$ cat src/rtl/lsu_mem_initiator_if.sv
// Memory data-port bundle between the load/store unit (master) and the memory (slave).
// The request is a one-cycle pulse on mem_req_valid; the response is a one-cycle pulse on mem_resp_valid.
interface lsu_mem_initiator_if #(
    parameter int XLEN   = 64,
    parameter int AWIDTH = 32
);
    logic              mem_req_valid;
    logic [AWIDTH-1:0] mem_req_addr;
    logic [7:0]        mem_req_mask;
    logic [2:0]        mem_req_op;
    logic [XLEN-1:0]   mem_req_wdata;
    logic              mem_req_memen;
    logic              mem_req_wen;
    logic              mem_resp_valid;
    logic [XLEN-1:0]   mem_resp_rdata;

    modport master (
        output mem_req_valid, mem_req_addr, mem_req_mask, mem_req_op,
               mem_req_wdata, mem_req_memen, mem_req_wen,
        input  mem_resp_valid, mem_resp_rdata
    );

    modport slave (
        input  mem_req_valid, mem_req_addr, mem_req_mask, mem_req_op,
               mem_req_wdata, mem_req_memen, mem_req_wen,
        output mem_resp_valid, mem_resp_rdata
    );
endinterface

$ cat src/rtl/lsu_mem_initiator.sv
// Single-outstanding load/store unit: builds lane mask and shifted store data, waits for the
// memory response (bounded by TIMEOUT), then aligns and extends load data for writeback.
module lsu_mem_initiator #(
    parameter int XLEN    = 64,
    parameter int AWIDTH  = 32,
    parameter int TIMEOUT = 255
) (
    input  logic                clock,
    input  logic                reset,
    // Both core-side ports use valid/ready: a transfer happens on a rising clock edge where
    // valid and ready are both high; valid and its payload stay stable until that edge.
    input  logic                in_valid,
    output logic                in_ready,
    input  logic [AWIDTH-1:0]   in_addr,
    input  logic [2:0]          in_op,
    input  logic                in_wen,
    input  logic [XLEN-1:0]     in_wdata,
    input  logic                flush,
    output logic                out_valid,
    input  logic                out_ready,
    output logic [XLEN-1:0]     out_rdata,
    output logic [1:0]          out_exc,
    lsu_mem_initiator_if.master mem,
    output logic [2:0]          dbg_state
);

    typedef enum logic [2:0] {
        S_IDLE  = 3'd0,
        S_REQ   = 3'd1,
        S_WAIT  = 3'd2,
        S_DONE  = 3'd3,
        S_DRAIN = 3'd4
    } state_t;

    localparam logic [1:0] EXC_NONE     = 2'd0;
    localparam logic [1:0] EXC_MISALIGN = 2'd1;
    localparam logic [1:0] EXC_TIMEOUT  = 2'd2;
    localparam logic [1:0] EXC_ILLEGAL  = 2'd3;
    localparam logic [7:0] CNT_LAST     = 8'(TIMEOUT - 1);

    state_t            state_q, state_d;
    logic              in_ready_q, in_ready_d;
    logic              out_valid_q, out_valid_d;
    logic [XLEN-1:0]   out_rdata_q, out_rdata_d;
    logic [1:0]        out_exc_q, out_exc_d;
    logic              req_valid_q, req_valid_d;
    logic [AWIDTH-1:0] req_addr_q, req_addr_d;
    logic [7:0]        req_mask_q, req_mask_d;
    logic [2:0]        req_op_q, req_op_d;
    logic [XLEN-1:0]   req_wdata_q, req_wdata_d;
    logic              req_wen_q, req_wen_d;
    logic [7:0]        cnt_q, cnt_d;
    logic [2:0]        off_q, off_d;
    logic [2:0]        op_q, op_d;
    logic              wen_q, wen_d;

    logic [7:0]        cnt_inc;
    logic              cnt_expired;
    logic [XLEN-1:0]   resp_data;

    function automatic logic is_misaligned(input logic [2:0] op, input logic [2:0] off);
        case (op)
            3'd1, 3'd5: is_misaligned = off[0];
            3'd2, 3'd6: is_misaligned = (off[1:0] != 2'b00);
            3'd3:       is_misaligned = (off != 3'b000);
            default:    is_misaligned = 1'b0;
        endcase
    endfunction

    function automatic logic [7:0] lane_mask(input logic [2:0] op, input logic [2:0] off);
        logic [7:0] base;
        case (op)
            3'd0, 3'd4: base = 8'h01;
            3'd1, 3'd5: base = 8'h03;
            3'd2, 3'd6: base = 8'h0F;
            default:    base = 8'hFF;
        endcase
        lane_mask = base << off;
    endfunction

    function automatic logic [XLEN-1:0] load_extend(input logic [2:0] op, input logic [2:0] off,
                                                    input logic [XLEN-1:0] raw);
        logic [XLEN-1:0] sh;
        sh = raw >> {off, 3'b000};
        case (op)
            3'd0:    load_extend = {{(XLEN-8){sh[7]}}, sh[7:0]};
            3'd1:    load_extend = {{(XLEN-16){sh[15]}}, sh[15:0]};
            3'd2:    load_extend = {{(XLEN-32){sh[31]}}, sh[31:0]};
            3'd4:    load_extend = {{(XLEN-8){1'b0}}, sh[7:0]};
            3'd5:    load_extend = {{(XLEN-16){1'b0}}, sh[15:0]};
            3'd6:    load_extend = {{(XLEN-32){1'b0}}, sh[31:0]};
            default: load_extend = sh;
        endcase
    endfunction

    assign cnt_inc     = cnt_q + 8'd1;
    assign cnt_expired = (cnt_q >= CNT_LAST);
    // Stores report zero data; loads are aligned from the lane they were requested in.
    assign resp_data   = wen_q ? '0 : load_extend(op_q, off_q, mem.mem_resp_rdata);

    always_comb begin
        state_d     = state_q;
        in_ready_d  = in_ready_q;
        out_valid_d = out_valid_q;
        out_rdata_d = out_rdata_q;
        out_exc_d   = out_exc_q;
        req_valid_d = 1'b0;
        req_addr_d  = req_addr_q;
        req_mask_d  = req_mask_q;
        req_op_d    = req_op_q;
        req_wdata_d = req_wdata_q;
        req_wen_d   = req_wen_q;
        cnt_d       = cnt_q;
        off_d       = off_q;
        op_d        = op_q;
        wen_d       = wen_q;

        case (state_q)
            S_IDLE: begin
                if (in_valid && !flush) begin
                    off_d      = in_addr[2:0];
                    op_d       = in_op;
                    wen_d      = in_wen;
                    cnt_d      = 8'd0;
                    in_ready_d = 1'b0;
                    if (in_op == 3'd7) begin
                        state_d     = S_DONE;
                        out_valid_d = 1'b1;
                        out_exc_d   = EXC_ILLEGAL;
                        out_rdata_d = '0;
                    end else if (is_misaligned(in_op, in_addr[2:0])) begin
                        state_d     = S_DONE;
                        out_valid_d = 1'b1;
                        out_exc_d   = EXC_MISALIGN;
                        out_rdata_d = '0;
                    end else begin
                        state_d     = S_REQ;
                        req_valid_d = 1'b1;
                        req_addr_d  = {in_addr[AWIDTH-1:3], 3'b000};
                        req_mask_d  = lane_mask(in_op, in_addr[2:0]);
                        req_op_d    = in_op;
                        req_wdata_d = in_wdata << {in_addr[2:0], 3'b000};
                        req_wen_d   = in_wen;
                    end
                end
            end

            S_REQ: begin
                req_addr_d  = '0;
                req_mask_d  = '0;
                req_op_d    = '0;
                req_wdata_d = '0;
                req_wen_d   = 1'b0;
                cnt_d       = 8'd0;
                // A flushed request whose response is already here has nothing left to drain.
                if (flush) begin
                    state_d    = mem.mem_resp_valid ? S_IDLE : S_DRAIN;
                    in_ready_d = mem.mem_resp_valid;
                end else if (mem.mem_resp_valid) begin
                    state_d     = S_DONE;
                    out_valid_d = 1'b1;
                    out_exc_d   = EXC_NONE;
                    out_rdata_d = resp_data;
                end else begin
                    state_d = S_WAIT;
                end
            end

            S_WAIT: begin
                if (flush) begin
                    state_d    = mem.mem_resp_valid ? S_IDLE : S_DRAIN;
                    in_ready_d = mem.mem_resp_valid;
                    cnt_d      = cnt_inc;
                end else if (mem.mem_resp_valid) begin
                    state_d     = S_DONE;
                    out_valid_d = 1'b1;
                    out_exc_d   = EXC_NONE;
                    out_rdata_d = resp_data;
                end else if (cnt_expired) begin
                    state_d     = S_DONE;
                    out_valid_d = 1'b1;
                    out_exc_d   = EXC_TIMEOUT;
                    out_rdata_d = '0;
                end else begin
                    cnt_d = cnt_inc;
                end
            end

            S_DRAIN: begin
                if (mem.mem_resp_valid || cnt_expired) begin
                    state_d    = S_IDLE;
                    in_ready_d = 1'b1;
                end else begin
                    cnt_d = cnt_inc;
                end
            end

            S_DONE: begin
                if (flush || out_ready) begin
                    state_d     = S_IDLE;
                    in_ready_d  = 1'b1;
                    out_valid_d = 1'b0;
                    out_rdata_d = '0;
                    out_exc_d   = EXC_NONE;
                end
            end

            default: begin
                state_d     = S_IDLE;
                in_ready_d  = 1'b1;
                out_valid_d = 1'b0;
            end
        endcase
    end

    always_ff @(posedge clock or negedge reset) begin
        if (!reset) begin
            state_q     <= S_IDLE;
            in_ready_q  <= 1'b1;
            out_valid_q <= 1'b0;
            out_rdata_q <= '0;
            out_exc_q   <= EXC_NONE;
            req_valid_q <= 1'b0;
            req_addr_q  <= '0;
            req_mask_q  <= '0;
            req_op_q    <= '0;
            req_wdata_q <= '0;
            req_wen_q   <= 1'b0;
            cnt_q       <= '0;
            off_q       <= '0;
            op_q        <= '0;
            wen_q       <= 1'b0;
        end else begin
            state_q     <= state_d;
            in_ready_q  <= in_ready_d;
            out_valid_q <= out_valid_d;
            out_rdata_q <= out_rdata_d;
            out_exc_q   <= out_exc_d;
            req_valid_q <= req_valid_d;
            req_addr_q  <= req_addr_d;
            req_mask_q  <= req_mask_d;
            req_op_q    <= req_op_d;
            req_wdata_q <= req_wdata_d;
            req_wen_q   <= req_wen_d;
            cnt_q       <= cnt_d;
            off_q       <= off_d;
            op_q        <= op_d;
            wen_q       <= wen_d;
        end
    end

    assign in_ready          = in_ready_q;
    assign out_valid         = out_valid_q;
    assign out_rdata         = out_rdata_q;
    assign out_exc           = out_exc_q;
    assign mem.mem_req_valid = req_valid_q;
    assign mem.mem_req_addr  = req_addr_q;
    assign mem.mem_req_mask  = req_mask_q;
    assign mem.mem_req_op    = req_op_q;
    assign mem.mem_req_wdata = req_wdata_q;
    assign mem.mem_req_memen = req_valid_q;
    assign mem.mem_req_wen   = req_wen_q & req_valid_q;
    assign dbg_state         = state_q;

endmodule
$ cat src/flat_wrapper.sv
// flat-port wrapper written by rule: the top's interface ports become plain ports
module lsu_mem_initiator_flat 
#(
    parameter int XLEN    = 64,
    parameter int AWIDTH  = 32,
    parameter int TIMEOUT = 255
)
  (clock, reset, in_valid, in_ready, in_addr, in_op, in_wen, in_wdata, flush, out_valid, out_ready, out_rdata, out_exc, dbg_state, mem_mem_req_valid, mem_mem_req_addr, mem_mem_req_mask, mem_mem_req_op, mem_mem_req_wdata, mem_mem_req_memen, mem_mem_req_wen, mem_mem_resp_valid, mem_mem_resp_rdata);
  lsu_mem_initiator_if #(.XLEN(XLEN), .AWIDTH(AWIDTH)) mem_i ();
  input  logic clock;
  input  logic reset;
  input  logic in_valid;
  output logic in_ready;
  input  logic [AWIDTH-1:0] in_addr;
  input  logic [2:0] in_op;
  input  logic in_wen;
  input  logic [XLEN-1:0] in_wdata;
  input  logic flush;
  output logic out_valid;
  input  logic out_ready;
  output logic [XLEN-1:0] out_rdata;
  output logic [1:0] out_exc;
  output logic [2:0] dbg_state;
  output wire logic [$bits(mem_i.mem_req_valid)-1:0] mem_mem_req_valid;
  output wire logic [$bits(mem_i.mem_req_addr)-1:0] mem_mem_req_addr;
  output wire logic [$bits(mem_i.mem_req_mask)-1:0] mem_mem_req_mask;
  output wire logic [$bits(mem_i.mem_req_op)-1:0] mem_mem_req_op;
  output wire logic [$bits(mem_i.mem_req_wdata)-1:0] mem_mem_req_wdata;
  output wire logic [$bits(mem_i.mem_req_memen)-1:0] mem_mem_req_memen;
  output wire logic [$bits(mem_i.mem_req_wen)-1:0] mem_mem_req_wen;
  input wire logic [$bits(mem_i.mem_resp_valid)-1:0] mem_mem_resp_valid;
  input wire logic [$bits(mem_i.mem_resp_rdata)-1:0] mem_mem_resp_rdata;
  assign mem_mem_req_valid = mem_i.mem_req_valid;
  assign mem_mem_req_addr = mem_i.mem_req_addr;
  assign mem_mem_req_mask = mem_i.mem_req_mask;
  assign mem_mem_req_op = mem_i.mem_req_op;
  assign mem_mem_req_wdata = mem_i.mem_req_wdata;
  assign mem_mem_req_memen = mem_i.mem_req_memen;
  assign mem_mem_req_wen = mem_i.mem_req_wen;
  assign mem_i.mem_resp_valid = mem_mem_resp_valid;
  assign mem_i.mem_resp_rdata = mem_mem_resp_rdata;
  lsu_mem_initiator #(.XLEN(XLEN), .AWIDTH(AWIDTH), .TIMEOUT(TIMEOUT)) u_core (.clock(clock), .reset(reset), .in_valid(in_valid), .in_ready(in_ready), .in_addr(in_addr), .in_op(in_op), .in_wen(in_wen), .in_wdata(in_wdata), .flush(flush), .out_valid(out_valid), .out_ready(out_ready), .out_rdata(out_rdata), .out_exc(out_exc), .mem(mem_i), .dbg_state(dbg_state));
endmodule
$ cat config.mk
export PLATFORM = sky130hd
export DESIGN_NAME = lsu_mem_initiator_flat
export DESIGN_NICKNAME = d
export VERILOG_FILES = /design/src/rtl/lsu_mem_initiator_if.sv /design/src/rtl/lsu_mem_initiator.sv /design/src/flat_wrapper.sv
export SDC_FILE = /design/constraint.sdc
export NUM_CORES = 1
export LEC_CHECK = 0
export ABC_CLOCK_PERIOD_IN_PS = 2900
export CORE_MARGIN = 2
export CORE_UTILIZATION = 55
export CTS_CLUSTER_SIZE = 14
export DETAILED_ROUTE_END_ITERATION = 7
export DONT_BUFFER_PORTS = 1
export GPL_ROUTABILITY_DRIVEN = 1
export HOLD_SLACK_MARGIN = 0.1
export PLACE_DENSITY = 0.7
export SLEW_MARGIN = 15
export SYNTH_ARGS = -nofsm -noshare
export SYNTH_HDL_FRONTEND = slang
export SYNTH_SLANG_ARGS = --single-unit
$ cat constraint.sdc
create_clock -name clock -period 2.9 [get_ports clock]
set_clock_uncertainty 0.15 [all_clocks]
set_input_delay 0.29 -clock clock [delete_from_list [all_inputs] [get_ports clock]]
set_output_delay 0.29 -clock clock [all_outputs]
set_load 0.01 [all_outputs]
==> flow_metrics.env, run 1 <==
export IMPL_status="finished with violations"
export IMPL_violations="negative hold slack"
export IMPL_yosysWarnings=0
export IMPL_cts_tree="built"
export IMPL_drt_pass1_iterations=5
export IMPL_drc_errors=0
export IMPL_grt_pass1_wl_um=54540
export IMPL_place_gp_congestion=0.9783
export IMPL_place_ws_ns=0.3261
export IMPL_gr_total_overflow=0
export IMPL_synth_top_area_share_pct=42.29
export IMPL_required_ns=3.05
export IMPL_end_kind="flip-flop"
export IMPL_relSlewSlack_pct=36.57
export IMPL_cts_sinks=192
export IMPL_min_period_ns=2.658
export IMPL_cap_violations=0
export IMPL_synthToLayoutAreaGrowth_pct=13.07
export IMPL_gr_usage_all_layers_pct=32.33
export IMPL_die_h_um=147.3
export IMPL_setup_viol=0
export IMPL_worstPathCellList="mux4_2, a22oi_4, o211ai_4, o21bai_4, o2bb2ai_1"
export IMPL_yosysMostFrequentCell="nand2_1"
export IMPL_viasPerCell=6.562
export IMPL_yosys_area_top_type="dfrtp_1"
export IMPL_rsz0062_at_grt="false"
export IMPL_critical_path_top_delay_family="compound AO/OA/AOI/OAI gates"
export IMPL_grt_pass1_vias=9315
export IMPL_final_max_slew_viol_count=0
export IMPL_cts_clk_slew_worst_paths_ns=0.08
export IMPL_cts_hold_buf=74
export IMPL_hold_class="in2async"
export IMPL_hpwl_um=24240
export IMPL_crit_cells=5
export IMPL_die_area_um2=21710
export IMPL_post_synth_num_cell_types=71
export IMPL_totalWireLength_um=35220
export IMPL_grt_max_degree=193
export IMPL_cts_setup_buffers=0
export IMPL_antenna_left=0
export IMPL_worstMarginPinSlew_ns=0.9483
export IMPL_clock_root_buffer="clkbuf_16"
export IMPL_clk_latency_ns=0.44
export IMPL_synth_area_top_cells="dfrtp_1 42%, nand2_1 7.1%, mux4_2 6.2%"
export IMPL_crit_path_top_delay_cell="mux4_2"
export IMPL_hold_ws_ns=-0.6073
export IMPL_rr_worst_depth=5
export IMPL_final_nets=1350
export IMPL_hold_viol=192
export IMPL_avgRoutedWirePerCell_um=24.06
export IMPL_critPathArrivalTime_ns=2.81
export IMPL_cellPowerDensity_nw_per_um2=1054
export IMPL_worstSetupPathType="reg2reg"
export IMPL_startpoint_type="flip-flop"
export IMPL_netlist_top_cells_count="214 x nand2_1, 191 x dfrtp_1, 102 x o21ai_0, 76 x a21oi_1, 65 x mux2i_1"
export IMPL_ys_async_sr_fraction_pct=100.0
export IMPL_pin_count=351
export IMPL_place_area_um2=11420
export IMPL_fin_crit_sh_pct=91.64
export IMPL_critical_path_peak_fanout=18
export IMPL_core_area_um2=20170
export IMPL_start_util_pct=56.03
export IMPL_synth_edff_count=0
export IMPL_rows=52
export IMPL_synth_area_um2=11300
export IMPL_peakVddDrop_mv=0.6455
export IMPL_die_x_um=147.3
export IMPL_cts_htree_levels=4
export IMPL_final_layout_size_suffix_gt1_share_pct=12.76
export IMPL_final_area_um2=12780
export IMPL_antenna_found_initial=3
export IMPL_synth_seq_area_share_pct=42.53
export IMPL_fin_tns_setup_ns=0
export IMPL_port_buffers=0
export IMPL_synthCells=1166
export IMPL_crit_buf_inv=0
export IMPL_vias=9607
export IMPL_power_leakage_nw=5.485
export IMPL_ys_seq_elements=192
export IMPL_avgSynthCellArea_um2=9.692
export IMPL_max_stage_delay_ns=0.59
export IMPL_setup_ws_ns=0.2424
export IMPL_regToRegSetupSlack_ns=0.24
export IMPL_drt_iter0_markers=925
export IMPL_cts_buffer_depth=2
export IMPL_post_cts_resize_count=0
export IMPL_synth_flop_cell="dfrtp_1"
export IMPL_fmax_mhz=376.3
export IMPL_cts_buffers=17
[placed cells by master (no fill, tap or decap), drive strengths merged, types with 3 or more instances in the layout]
cell	Yosys	layout
nand3	6	6
conb	1	3
nor2b	23	23
o22a	9	9
or2	3	3
clkinvlp	0	3
clkbuf	58	17
o21ai	102	102
mux2i	65	65
diode	0	3
inv	11	19
o22ai	3	3
a32o	7	7
o2bb2ai	48	48
mux2	33	33
a21oi	77	77
a22o	25	25
and3	3	3
buf	56	32
nand2	214	214
mux4	31	31
a31oi	7	7
or3	8	8
o31ai	53	53
dfrtp	191	191
nand2b	3	3
clkinv	1	4
nor2	25	25
a22oi	4	4
dlygate4sd3	0	73
a21o	5	5
a211oi	28	28
o21a	18	18
nor3	10	10
and2	4	4
[cell families after synthesis]
group	after synthesis	share of synthesized area, %
xor+xnor	1	0.07752
other cells	1	0.03318
compound gates	401	24.49
buf+inv	126	5.015
simple gates	314	12.38
fa+ha+maj	2	0.2214
mux	129	15.26
flops	192	42.53
[path summary, 6_finish.rpt]
kind                                  startpoint                          to
worst max-delay path             u_core.off_q[1]        u_core.out_rdata[58]
worst min register to register  u_core.req_wen_q            u_core.req_wen_q
min in group clock                      in_op[0]  u_core.mem.mem_req_mask[6]
worst min-delay path                       reset         u_core.dbg_state[0]
max in group asynchronous                  reset             u_core.off_q[1]
worst max register to register   u_core.off_q[1]        u_core.out_rdata[58]
[stage by stage]
stage / power (mW) / hold slack, ns / utilization (%) / cells
after floorplan: 9.316 / -0.1556 / - / 1168
after global placement: 10.76 / -0.1459 / 56.64 / 1355
after detailed placement: 10.85 / -0.1458 / 56.64 / 1355
after CTS: 13.37 / -0.6176 / 63.31 / 1461
after global routing: 14.29 / -0.6248 / 63.35 / 1464
final: 13.47 / -0.6073 / 63.35 / 1464
[power breakdown]
group | total (mW) | switching (mW) | internal [mW]
sequential | 5.14 | 1.44 | 3.70
clock | 2.41 | 1.17 | 1.23
combinational | 5.92 | 3.52 | 2.40
total | 13.5 | 6.13 | 7.34
[worst register-to-register path, cell delays in order (launching register included)]
cell and delay [ns]:
dfrtp_2 0.52, mux4_2 0.59, a22oi_4 0.32, o211ai_4 0.28
o21bai_4 0.50, o2bb2ai_1 0.18
[registers in the layout (all words and copies together), names as in the netlist, 3 cells and up]
register	flops
u_core.dbg_state	3
u_core.mem.mem_req_mask	8
u_core.cnt_q	8
u_core.mem.mem_req_op	3
u_core.mem.mem_req_addr	29
u_core.off_q	3
u_core.mem.mem_req_wdata	64
u_core.op_q	3
u_core.out_rdata	64
[cell type report]
type / count / area [µm²]
antenna: 3 / 7.507
clock buffer: 17 / 425.4
clock inverter: 15 / 168.9
fill: 1633 / 7392
inverter: 12 / 45.04
multi-input combinational: 850 / 5948
sequential: 192 / 4811
tap: 270 / 337.8
timing repair buffer: 105 / 1033
[per-layer routing]
metal / wire (µm) / global-route usage, %
met1: 14350 / 45.82
met2: 15830 / 48.57
met3: 4126 / 9.752
met4: 909 / 9.087
met5: 0 / 0
(Power assumes the default switching activity.)
==> run 2, diff against run 1 <==
Settings changed: SLEW_MARGIN 15 to unset.
==> results of run 2 <==
No change in the layout: final DEF, timing and power equal those of run 1.
